## src/rtl/receptor_morse_pkg.sv

```systemverilog
// rtl/receptor_morse_pkg.sv - shared Morse timing constants and receiver state encoding
// Purpose: unit thresholds shared with the transmitter side, plus the receiver FSM states.
// Ports: none (package).
package receptor_morse_pkg;

  // Receiver FSM states.
  typedef enum logic [1:0] {
    IDLE  = 2'd0,
    MARK  = 2'd1,
    GAP   = 2'd2,
    SPACE = 2'd3
  } state_t;

  // Durations in Morse time units.
  localparam logic [3:0] DASH_UNITS     = 4'd2;
  localparam logic [3:0] CHAR_GAP_UNITS = 4'd2;
  localparam logic [3:0] WORD_GAP_UNITS = 4'd5;

  // Longest character the pattern register can hold.
  localparam logic [2:0] MAX_ELEMENTS   = 3'd5;

endpackage

```

## src/rtl/receptor_morse_if.sv

```systemverilog
// rtl/receptor_morse_if.sv - keyed-line input and decoded-character outputs of the Morse receiver
// Purpose: bundles the receiver line input and its character/word event outputs.
// Ports: MORSE_IN (keyed line), PATTERN[4:0], LEN[2:0], CHAR_VALID, WORD_GAP, ERR.
//   master: drives MORSE_IN, observes the decoded outputs.
//   slave : the receiver itself.
interface receptor_morse_if;
  logic       MORSE_IN;
  logic [4:0] PATTERN;
  logic [2:0] LEN;
  logic       CHAR_VALID;
  logic       WORD_GAP;
  logic       ERR;

  modport master (
    output MORSE_IN,
    input  PATTERN, LEN, CHAR_VALID, WORD_GAP, ERR
  );

  modport slave (
    input  MORSE_IN,
    output PATTERN, LEN, CHAR_VALID, WORD_GAP, ERR
  );
endinterface

```

## src/rtl/receptor_morse_temporizador_unidad.sv

```systemverilog
// rtl/receptor_morse_temporizador_unidad.sv - Morse unit prescaler with saturating unit counter
// Purpose: counts elapsed Morse units since the last CLR.
// Ports:
//   CLK   in  system clock
//   RST   in  synchronous active-high reset
//   CLR   in  restart prescaler and unit count (line edge)
//   UNITS out units elapsed, including a unit completing in this very cycle (0..15)
module temporizador_unidad #(
  parameter int CLKS_PER_UNIT = 50_000_000
) (
  input  logic       CLK,
  input  logic       RST,
  input  logic       CLR,
  output logic [3:0] UNITS
);
  localparam int            PW         = $clog2(CLKS_PER_UNIT);
  localparam logic [PW-1:0] PRESC_LAST = PW'(CLKS_PER_UNIT - 1);

  logic [PW-1:0] r_presc;
  logic [3:0]    r_units;
  logic          w_tick;
  logic          w_inc;

  assign w_tick = (r_presc == PRESC_LAST);
  assign w_inc  = w_tick && (r_units != 4'd15);

  always_ff @(posedge CLK) begin
    if (RST || CLR) begin
      r_presc <= '0;
      r_units <= '0;
    end else begin
      r_presc <= w_tick ? '0 : r_presc + 1'b1;
      if (w_inc) begin
        r_units <= r_units + 4'd1;
      end
    end
  end

  // Count the unit that completes this cycle, so a mark of exactly one unit
  // reads 1 at its falling edge rather than a cycle late.
  assign UNITS = w_inc ? r_units + 4'd1 : r_units;
endmodule

```

## src/rtl/receptor_morse.sv

```systemverilog
// rtl/receptor_morse.sv - Morse receiver: mark/space timing, dot/dash classification, character assembly
// Purpose: decodes an on/off keyed line into dot/dash patterns and word-gap events.
// Ports:
//   CLK  in  system clock
//   RST  in  synchronous active-high reset
//   bus  receptor_morse_if.slave: MORSE_IN in; PATTERN, LEN, CHAR_VALID, WORD_GAP, ERR out
module receptor_morse
  import receptor_morse_pkg::*;
#(
  parameter int CLKS_PER_UNIT = 50_000_000
) (
  input  logic               CLK,
  input  logic               RST,
  receptor_morse_if.slave    bus
);
  logic       r_sync1, r_sync2, r_sync_d;
  logic       w_rise, w_fall;
  logic [3:0] w_units;
  logic       w_dash;

  state_t     r_state, w_state_nxt;
  logic [2:0] r_cnt, w_cnt_nxt;
  logic       r_ovf, w_ovf_nxt;
  logic [4:0] r_sh, w_sh_nxt;
  logic [4:0] r_pattern, w_pattern_nxt;
  logic [2:0] r_len, w_len_nxt;
  logic       r_char_valid, w_char_valid_nxt;
  logic       r_word_gap, w_word_gap_nxt;
  logic       r_err, w_err_nxt;

  always_ff @(posedge CLK) begin
    if (RST) begin
      r_sync1  <= 1'b0;
      r_sync2  <= 1'b0;
      r_sync_d <= 1'b0;
    end else begin
      r_sync1  <= bus.MORSE_IN;
      r_sync2  <= r_sync1;
      r_sync_d <= r_sync2;
    end
  end

  assign w_rise = r_sync2 & ~r_sync_d;
  assign w_fall = ~r_sync2 & r_sync_d;

  temporizador_unidad #(.CLKS_PER_UNIT(CLKS_PER_UNIT)) u_temporizador (
    .CLK   (CLK),
    .RST   (RST),
    .CLR   (w_rise | w_fall),
    .UNITS (w_units)
  );

  assign w_dash = (w_units >= DASH_UNITS);

  always_ff @(posedge CLK) begin
    if (RST) begin
      r_state      <= IDLE;
      r_cnt        <= '0;
      r_ovf        <= 1'b0;
      r_sh         <= '0;
      r_pattern    <= '0;
      r_len        <= '0;
      r_char_valid <= 1'b0;
      r_word_gap   <= 1'b0;
      r_err        <= 1'b0;
    end else begin
      r_state      <= w_state_nxt;
      r_cnt        <= w_cnt_nxt;
      r_ovf        <= w_ovf_nxt;
      r_sh         <= w_sh_nxt;
      r_pattern    <= w_pattern_nxt;
      r_len        <= w_len_nxt;
      r_char_valid <= w_char_valid_nxt;
      r_word_gap   <= w_word_gap_nxt;
      r_err        <= w_err_nxt;
    end
  end

  always_comb begin
    w_state_nxt      = r_state;
    w_cnt_nxt        = r_cnt;
    w_ovf_nxt        = r_ovf;
    w_sh_nxt         = r_sh;
    w_pattern_nxt    = r_pattern;
    w_len_nxt        = r_len;
    w_char_valid_nxt = 1'b0;
    w_word_gap_nxt   = 1'b0;
    w_err_nxt        = 1'b0;

    case (r_state)
      IDLE: begin
        if (w_rise) w_state_nxt = MARK;
      end
      MARK: begin
        if (w_fall) begin
          if (w_units == 4'd0) begin
            // Glitch: ignore it but keep assembling any character in progress.
            w_state_nxt = (r_cnt != 3'd0 || r_ovf) ? GAP : IDLE;
          end else begin
            if (r_cnt == MAX_ELEMENTS) begin
              w_ovf_nxt = 1'b1;
            end else begin
              w_sh_nxt  = r_sh | (5'(w_dash) << r_cnt);
              w_cnt_nxt = r_cnt + 3'd1;
            end
            w_state_nxt = GAP;
          end
        end
      end
      GAP: begin
        // The character is emitted even if a new mark starts on the same cycle.
        if (w_units == CHAR_GAP_UNITS) begin
          if (r_ovf) begin
            w_err_nxt = 1'b1;
          end else begin
            w_char_valid_nxt = 1'b1;
            w_pattern_nxt    = r_sh;
            w_len_nxt        = r_cnt;
          end
          w_cnt_nxt   = '0;
          w_ovf_nxt   = 1'b0;
          w_sh_nxt    = '0;
          w_state_nxt = w_rise ? MARK : SPACE;
        end else if (w_rise) begin
          w_state_nxt = MARK;
        end
      end
      SPACE: begin
        if (w_rise) begin
          w_state_nxt = MARK;
        end else if (w_units == WORD_GAP_UNITS) begin
          w_word_gap_nxt = 1'b1;
          w_state_nxt    = IDLE;
        end
      end
      default: w_state_nxt = IDLE;
    endcase
  end

  assign bus.PATTERN    = r_pattern;
  assign bus.LEN        = r_len;
  assign bus.CHAR_VALID = r_char_valid;
  assign bus.WORD_GAP   = r_word_gap;
  assign bus.ERR        = r_err;
endmodule
```

## src/flat_wrapper.sv

```systemverilog
// flat-port wrapper written by rule: the top's interface ports become plain ports
module receptor_morse_flat import receptor_morse_pkg::*;
#(
  parameter int CLKS_PER_UNIT = 50_000_000
)
  (CLK, RST, bus_MORSE_IN, bus_PATTERN, bus_LEN, bus_CHAR_VALID, bus_WORD_GAP, bus_ERR);
  receptor_morse_if bus_i ();
  input  logic CLK;
  input  logic RST;
  input wire logic [$bits(bus_i.MORSE_IN)-1:0] bus_MORSE_IN;
  output wire logic [$bits(bus_i.PATTERN)-1:0] bus_PATTERN;
  output wire logic [$bits(bus_i.LEN)-1:0] bus_LEN;
  output wire logic [$bits(bus_i.CHAR_VALID)-1:0] bus_CHAR_VALID;
  output wire logic [$bits(bus_i.WORD_GAP)-1:0] bus_WORD_GAP;
  output wire logic [$bits(bus_i.ERR)-1:0] bus_ERR;
  assign bus_i.MORSE_IN = bus_MORSE_IN;
  assign bus_PATTERN = bus_i.PATTERN;
  assign bus_LEN = bus_i.LEN;
  assign bus_CHAR_VALID = bus_i.CHAR_VALID;
  assign bus_WORD_GAP = bus_i.WORD_GAP;
  assign bus_ERR = bus_i.ERR;
  receptor_morse #(.CLKS_PER_UNIT(CLKS_PER_UNIT)) u_core (.CLK(CLK), .RST(RST), .bus(bus_i));
endmodule
```

## config.mk

```make
export PLATFORM = sky130hd
export DESIGN_NAME = receptor_morse_flat
export DESIGN_NICKNAME = d
export VERILOG_FILES = /design/src/rtl/receptor_morse_pkg.sv /design/src/rtl/receptor_morse_if.sv /design/src/rtl/receptor_morse_temporizador_unidad.sv /design/src/rtl/receptor_morse.sv /design/src/flat_wrapper.sv
export SDC_FILE = /design/constraint.sdc
export NUM_CORES = 1
export LEC_CHECK = 0
export BUFFER_PORTS_ARGS = -buffer_cell sky130_fd_sc_hd__buf_2
export CAP_MARGIN = 10
export CORE_UTILIZATION = 63
export CTS_BUF_LIST = sky130_fd_sc_hd__clkbuf_2 sky130_fd_sc_hd__clkbuf_4 sky130_fd_sc_hd__clkbuf_8
export DETAILED_ROUTE_END_ITERATION = 12
export GPL_TIMING_DRIVEN = 0
export PLACE_DENSITY = 0.82
export REMOVE_ABC_BUFFERS = 1
export SYNTH_ARGS = -nofsm -noshare
export SYNTH_HDL_FRONTEND = slang
export SYNTH_SLANG_ARGS = --single-unit
```

## constraint.sdc

```tcl
create_clock -name CLK -period 2.8 [get_ports CLK]
set_input_delay 0.56 -clock CLK [delete_from_list [all_inputs] [get_ports CLK]]
set_output_delay 0.56 -clock CLK [all_outputs]
set_load 0.02 [all_outputs]
```

==> results of run 1 <==
per-stage QoR:
| stage | power [mW] | setup slack (ns) | hold WS, ns |
|---|---|---|---|
| 3_5_place_dp | 1.03 | -0.0421 | 0.420 |
| 2_1_floorplan | 0.980 | 0.385 | 0.414 |
| 5_1_grt | 1.56 | 0.0584 | 0.449 |
| 4_1_cts | 1.51 | 0.270 | 0.445 |
| 6_report | 1.50 | 0.225 | 0.444 |
| 3_3_place_gp | 1.02 | 0.0451 | 0.421 |
state kept, by name, indices dropped and copies added, names as in the netlist:
name	count
u_core.u_temporizador.r_presc	26
u_core.bus.PATTERN	5
u_core.r_sh	5
u_core.u_temporizador.r_units	4
u_core.bus.LEN	3
u_core.r_cnt	3
u_core.r_state	2
u_core.bus.CHAR_VALID	1
u_core.bus.ERR	1
u_core.bus.WORD_GAP	1
u_core.r_ovf	1
u_core.r_sync1	1
u_core.r_sync2	1
u_core.r_sync_d	1
cell families after synthesis:
kind of cell / Yosys count / synth area share, %
xor+xnor: 23 / 7.19
mux: 8 / 2.86
compound gates: 50 / 13.0
simple gates: 150 / 29.0
fa+ha+maj: 11 / 4.92
buf+inv: 24 / 3.80
flops: 55 / 39.3
synth_stat cells, drive strengths merged:
cell and instances:
clkbuf 6, o31ai 6, nor3 8, a21oi 11
inv 14, nor3b 1, a311oi 2, o32ai 1
a31oi 2, and4b 2, nand3b 3, o2111a 1
and3 9, nor2b 5, nand3 14, mux2i 8
o21a 2, a21o 1, o31a 2, xor2 14
a311o 1, nand2b 4, nand2 20, and4bb 2
xnor2 9, nor2 45, o211a 1, nand4 7
ha 11, nor4b 1, nor4 8, a41oi 3
and2 7, and4 6, dfxtp 55, a31o 1
or2 2, buf 4, o41a 3, a211o 1
o2111ai 1, a41o 1, o21ai 10, or3 6
layout make-up:
type	instances	area [um2]
Clock inverter	2	20.0
Clock buffer	6	82.6
Fill cell	335	1160
Tap cell	50	62.6
Inverter	14	52.6
Multi-Input combinational cell	242	1600
Timing Repair Buffer	13	65.1
Sequential cell	55	1100
power groups by stage:
stage	Sequential (mW)	Clock, mW	Combinational, mW
2_1_floorplan	0.841	0	0.139
3_3_place_gp	0.847	0	0.175
3_5_place_dp	0.848	0	0.179
4_1_cts	0.830	0.496	0.181
5_1_grt	0.836	0.519	0.206
6_report	0.831	0.483	0.184
routing by layer:
| layer | track usage (%) | up-vias | share of wire (%) |
|---|---|---|---|
| li1 | - | 1169 | - |
| met1 | 37.0 | 1035 | 51 |
| met2 | 35.3 | 65 | 43 |
| met3 | 4.44 | 9 | 4.9 |
| met4 | 10.2 | 0 | 1.4 |
| met5 | 0 | - | 0 |
path summary, 6_finish.rpt:
| kind | from | to | slack (ns) | cells past startpoint |
|---|---|---|---|---|
| worst max-delay path | u_core.u_temporizador.r_presc[0] | u_core.r_sh[1] | 0.23 | 8 |
| worst min-delay path | u_core.r_sync1 | u_core.r_sync2 | 0.44 | 1 |
| worst max register to register | u_core.u_temporizador.r_presc[0] | u_core.r_sh[1] | 0.23 | 8 |
| worst min register to register | u_core.r_sync1 | u_core.r_sync2 | 0.44 | 1 |
worst register-to-register path, cell delays in order (launching register included):
cell and delay, ns:
dfxtp_1 0.40, ha_1 0.20, and3_1 0.26, nand3_2 0.20
nor4_1 0.60, or3_1 0.24, nand2_1 0.17, a41o_1 0.28
nor2b_1 0.12
timing repair:
| item | CTS | global route |
|---|---|---|
| buffers inserted | 0 | 0 |
| endpoints found under the setup margin | 7 | 0 |
| resized for setup | 1 | 0 |
==> summary.md, run 1 <==
| Metric | Value |
|---|---|
| Die width | 68.7 um |
| Synth Instances | 321 |
| CP max-delay cell | nor4_1 |
| Worst IR drop on VDD | 0.472 mV |
| Ys Warns | 0 |
| TritonCTS Buffers | 5 |
| Die H | 68.7 um |
| Net Sw Power | 0.413 mW |
| Total Negative Setup Slacks | 0 ns |
| Clk_skew | 0.00912 ns |
| Drt initial violations | 206 |
| Final WL | 5480 um |
| Internal power | 1.09 mW |
| Crit Path Category | reg2reg |
| Delay of the slowest critical-path stage | 0.60 ns |
| Final instance area | 2980 um2 |
| Slew Viols, Final | 0 |
| Yosys top cell area share | 39.3% |
| CP delay by family, top | simple AND/OR/NAND/NOR gates |
| Mapped cell area | 2800 um2 |
| Congestion Overflow GR | 0 |
| Nets | 345 |
| Initial Util | 67.6% |
| Worst-path cell chain | ha_1, and3_1, nand3_2, nor4_1, or3_1, nand2_1, a41o_1, nor2b_1 |
| Clock Tree Root | clkbuf_8 |
| Synth cell types | 54 |
| Crit share post-route | 92.0% |
| Vias per cell | 5.96 |
| Seq/Total Area, Yosys | 39.3% |
| Commonest cells after routing, fill and taps aside | dfxtp_1, nor2_1, nand2_1 |
| Required @ worst endpoint | 3.01 ns |
| Synth area leader | dfxtp_1 |
| Ant diodes | 0 |
| Placed Cells | 374 |
| FF+latch count, synth | 55 |
| Worst Path Buf+Inv | 0 |
| Initial antenna violation count | 0 |
| Relative slew slack | 37.1% |
| Min Tclk post-route | 2.57 ns |
| Peak Freq | 388 MHz |
| Final GP Congestion | 0.893 |
| Hold crit path type | reg2reg |
| Max_cap viols | 0 |
| Flop pwr share | 55.5% |
| Clock tree buffer depth | 2 |
| TritonCTS Sinks | 55 |
| Status | finished, final reports clean |
| Detailed-route DRC error count | 0 |
| Hold Fails Final Rpt | 0 |
| Total GRT Usage | 25.0% |
| Row count | 23 |
| CP arrival | 2.79 ns |
| Pwr Density | 502 nW/um2 |
| Largest net degree at the start of global routing | 27 |
| HPWL Detailed | 3810 um |
| Comb pwr share | 12.3% |
| Clk_lat worst skew | 0.32 ns |
| Clock Power Share | 32.2% |
| Placeable core region | 4140 um2 |
| Tightest Pin Transition | 0.940 ns |
| RSZ-0062 raised after global routing | no |
| CTS tree | yes |
| Clk slew on worst S/H paths | 0.10 ns |
| Placed instance area | 2870 um2 |
| Layout area overhead | 6.52% |
| Final ANT Viol Nets | 0 |
| Syn_area_per_cell | 8.72 um2 |
| Port bufs | 13 |
| Most area-consuming cells after synthesis | dfxtp_1, nor2_1, ha_1, xor2_1, mux2i_1 |
| First-pass GRT wire length | 8740 um |
| Vias in the first global route | 1886 |
| DR WL/cell | 14.3 um |
| Post-Route Utilization | 72.0% |
| Sw Share | 27.6% |
| Crit start category | flip-flop |
| Leakage | 1.19 nW |
| Die area | 4720 um2 |
| H-tree levels | 2 |
| Post-route insts no fill | 382 |
| Via count | 2278 |
| Drt pass-1 iters | 4 |
| Most common cell after layout, fill and taps aside | dfxtp_1 |
| I/O pin cnt | 14 |
| Hold Buf Count CTS | 0 |
| Layout cells sized above 1 | 9.64% |
| CP endpoint kind | flip-flop |
| Final setup fails | 0 |
| CP max FO | 9 |
Note: power is estimated with default switching activity, not from simulation.
==> inputs of run 2 (changes only) <==
- REMOVE_ABC_BUFFERS: 1 -> default
==> run 2 against run 1 <==
Clock-buffer cell count unchanged. Combinational power increased by 9.8%. Sequential cell count unchanged. Sequential power decreased by 0.8%. Critical path type unchanged. Clock power about the same.
==> summary.md, run 2 (synthesis gave the netlist of run 1 again) <==
| Metric | Value |
|---|---|
| Cts repair resizes | 0 (was 1) |
| CP max-delay cell | nor4_1 (unchanged) |
| Row count | 23 (unchanged) |
| Nets | 355 (was 345) |
| Worst IR drop on VDD | 0.361 mV (was 0.472 mV) |
| Final WL | 5630 um (was 5480 um) |
| Tightest Pin Transition | 0.620 ns (was 0.940 ns) |
| CP endpoint kind | flip-flop (unchanged) |
| Total GRT Usage | 25.9% (was 25.0%) |
| Commonest cells after routing, fill and taps aside | dfxtp_1, nor2_1, nand2_1 (unchanged) |
| Max reg flops | 26 (unchanged) |
| Clk_lat worst skew | 0.31 ns (was 0.32 ns) |
| Die H | 68.7 um (unchanged) |
| Clk_skew | 0.00354 ns (was 0.00912 ns) |
| Initial antenna violation count | 0 (unchanged) |
| Pwr Density | 497 nW/um2 (was 502 nW/um2) |
| DR WL/cell | 14.4 um (was 14.3 um) |
| Slew Viols, Final | 0 (unchanged) |
| I/O pin cnt | 14 (unchanged) |
| HPWL Detailed | 4020 um (was 3810 um) |
| Worst Path Buf+Inv | 0 (unchanged) |
| R2R Path Start | u_core.u_temporizador.r_presc[0] (unchanged) |
| Vias in the first global route | 1946 (was 1886) |
| Congestion Overflow GR | 0 (unchanged) |
| Biggest register | u_core.u_temporizador.r_presc (unchanged) |
| Total Negative Setup Slacks | 0 ns (unchanged) |
| Drt initial violations | 192 (was 206) |
| Relative slew slack | 58.3% (was 37.1%) |
| CP arrival | 2.77 ns (was 2.79 ns) |
| Layout cells sized above 1 | 10.2% (was 9.64%) |
| CTS tree | yes (unchanged) |
| Via count | 2303 (was 2278) |
| Largest net degree at the start of global routing | 19 (was 27) |
| Final ANT Viol Nets | 0 (unchanged) |
| Hold crit path type | in2reg (was reg2reg) |
| Worst-path cell chain | ha_1, and3_1, nand3_2, nor4_1, or3_1, nand2_1, a41o_1, nor2b_1 (unchanged) |
| Port bufs | 13 (unchanged) |
| Delay of the slowest critical-path stage | 0.62 ns (was 0.60 ns) |
| Ant diodes | 0 (unchanged) |
| Status | finished, final reports clean (unchanged) |
| Layout area overhead | 8.22% (was 6.52%) |
| Crit Path Category | reg2reg (unchanged) |
| Max_cap viols | 0 (unchanged) |
| TritonCTS Buffers | 5 (unchanged) |
| Clock Tree Root | clkbuf_8 (unchanged) |
| Required @ worst endpoint | 3.01 ns (about the same) |
| First-pass GRT wire length | 9090 um (was 8740 um) |
| Vias per cell | 5.88 (was 5.96) |
| Detailed-route DRC error count | 0 (unchanged) |
| Final GP Congestion | 0.879 (was 0.893) |
| TritonCTS Sinks | 55 (unchanged) |
| Placed instance area | 2930 um2 (was 2870 um2) |
| Clock tree buffer depth | 2 (unchanged) |
| Final hold slack | 0.454 ns (was 0.444 ns) |
| Clk slew on worst S/H paths | 0.10 ns (about the same) |
| RSZ-0062 raised after global routing | no (unchanged) |
| Die area | 4720 um2 (unchanged) |
| Min Tclk post-route | 2.56 ns (was 2.57 ns) |
| Drt pass-1 iters | 4 (unchanged) |
| CP delay by family, top | simple AND/OR/NAND/NOR gates (unchanged) |
| Final setup fails | 0 (unchanged) |
| Peak Freq | 391 MHz (was 388 MHz) |
| Hold Fails Final Rpt | 0 (unchanged) |
| Hold Buf Count CTS | 0 (unchanged) |
| Most common cell after layout, fill and taps aside | dfxtp_1 (unchanged) |
| Leakage | 1.22 nW (was 1.19 nW) |
| CP max FO | 9 (unchanged) |
| Initial Util | 67.6% (unchanged) |
| Final instance area | 3030 um2 (was 2980 um2) |
| Die width | 68.7 um (unchanged) |
| Crit share post-route | 91.4% (was 92.0%) |
| Min-delay src | bus_MORSE_IN (was u_core.r_sync1) |
| H-tree levels | 2 (unchanged) |
| Crit start category | flip-flop (unchanged) |
| Crit. Startpoint | u_core.u_temporizador.r_presc[0] (unchanged) |
| Setup Fix Bufs, Post-CTS | 0 (unchanged) |
| Placeable core region | 4140 um2 (unchanged) |
| Mapped Nets | 335 |
==> run 2: cell count changes in the layout (fill, tap and decap cells not counted) <==
cell / before / now
o2111ai_2: 1 / 0
buf_4: 0 / 2
buf_2: 13 / 14
o2111ai_1: 0 / 1
clkbuf_1: 0 / 6
buf_6: 0 / 1
==> run 2: area by class of cell <==
cell class / count / area [um2]
Buffer: 10 / 53.8
Clock buffer: 6 / 82.6
Clock inverter: 2 / 20.0
Fill cell: 333 / 1110
Inverter: 14 / 52.6
Multi-Input combinational cell: 242 / 1590
Sequential cell: 55 / 1100
Tap cell: 50 / 62.6
Timing Repair Buffer: 13 / 65.1
==> run 2: final timing paths <==
check,cells past startpoint,slack [ns],end
max,8,0.24,u_core.r_sh[1]
min,2,0.45,u_core.r_sync1
max reg2reg,8,0.24,u_core.r_sh[1]
min reg2reg,1,0.46,u_core.r_sync2
==> run 2: per-layer routing <==
layer	up-vias	part of all wire [%]	global-route usage [%]
li1	1192	-	-
met4	0	0.82	6.25
met2	61	43	37.9
met1	1044	52	38.4
met5	-	0	0
met3	6	4.5	5.43
==> run 2: where the power goes <==
group	switching [mW]	total, mW	internal, mW	leakage, nW
clock network	0.271	0.480	0.209	0.0533
registers	0.0213	0.824	0.803	0.444
logic	0.118	0.202	0.0842	0.720
total	0.410	1.51	1.10	1.22
==> run 2: through the flow <==
stage | total power [mW] | std cells | worst slack [ns] | util, %
floorplan | 0.996 | 321 | 0.660 | -
global placement | 1.04 | 384 | 0.337 | 70.7
detailed placement | 1.04 | 384 | 0.334 | 70.7
CTS | 1.52 | 392 | 0.299 | 73.1
global route | 1.58 | 392 | 0.0377 | 73.1
finish | 1.51 | 392 | 0.240 | 73.1
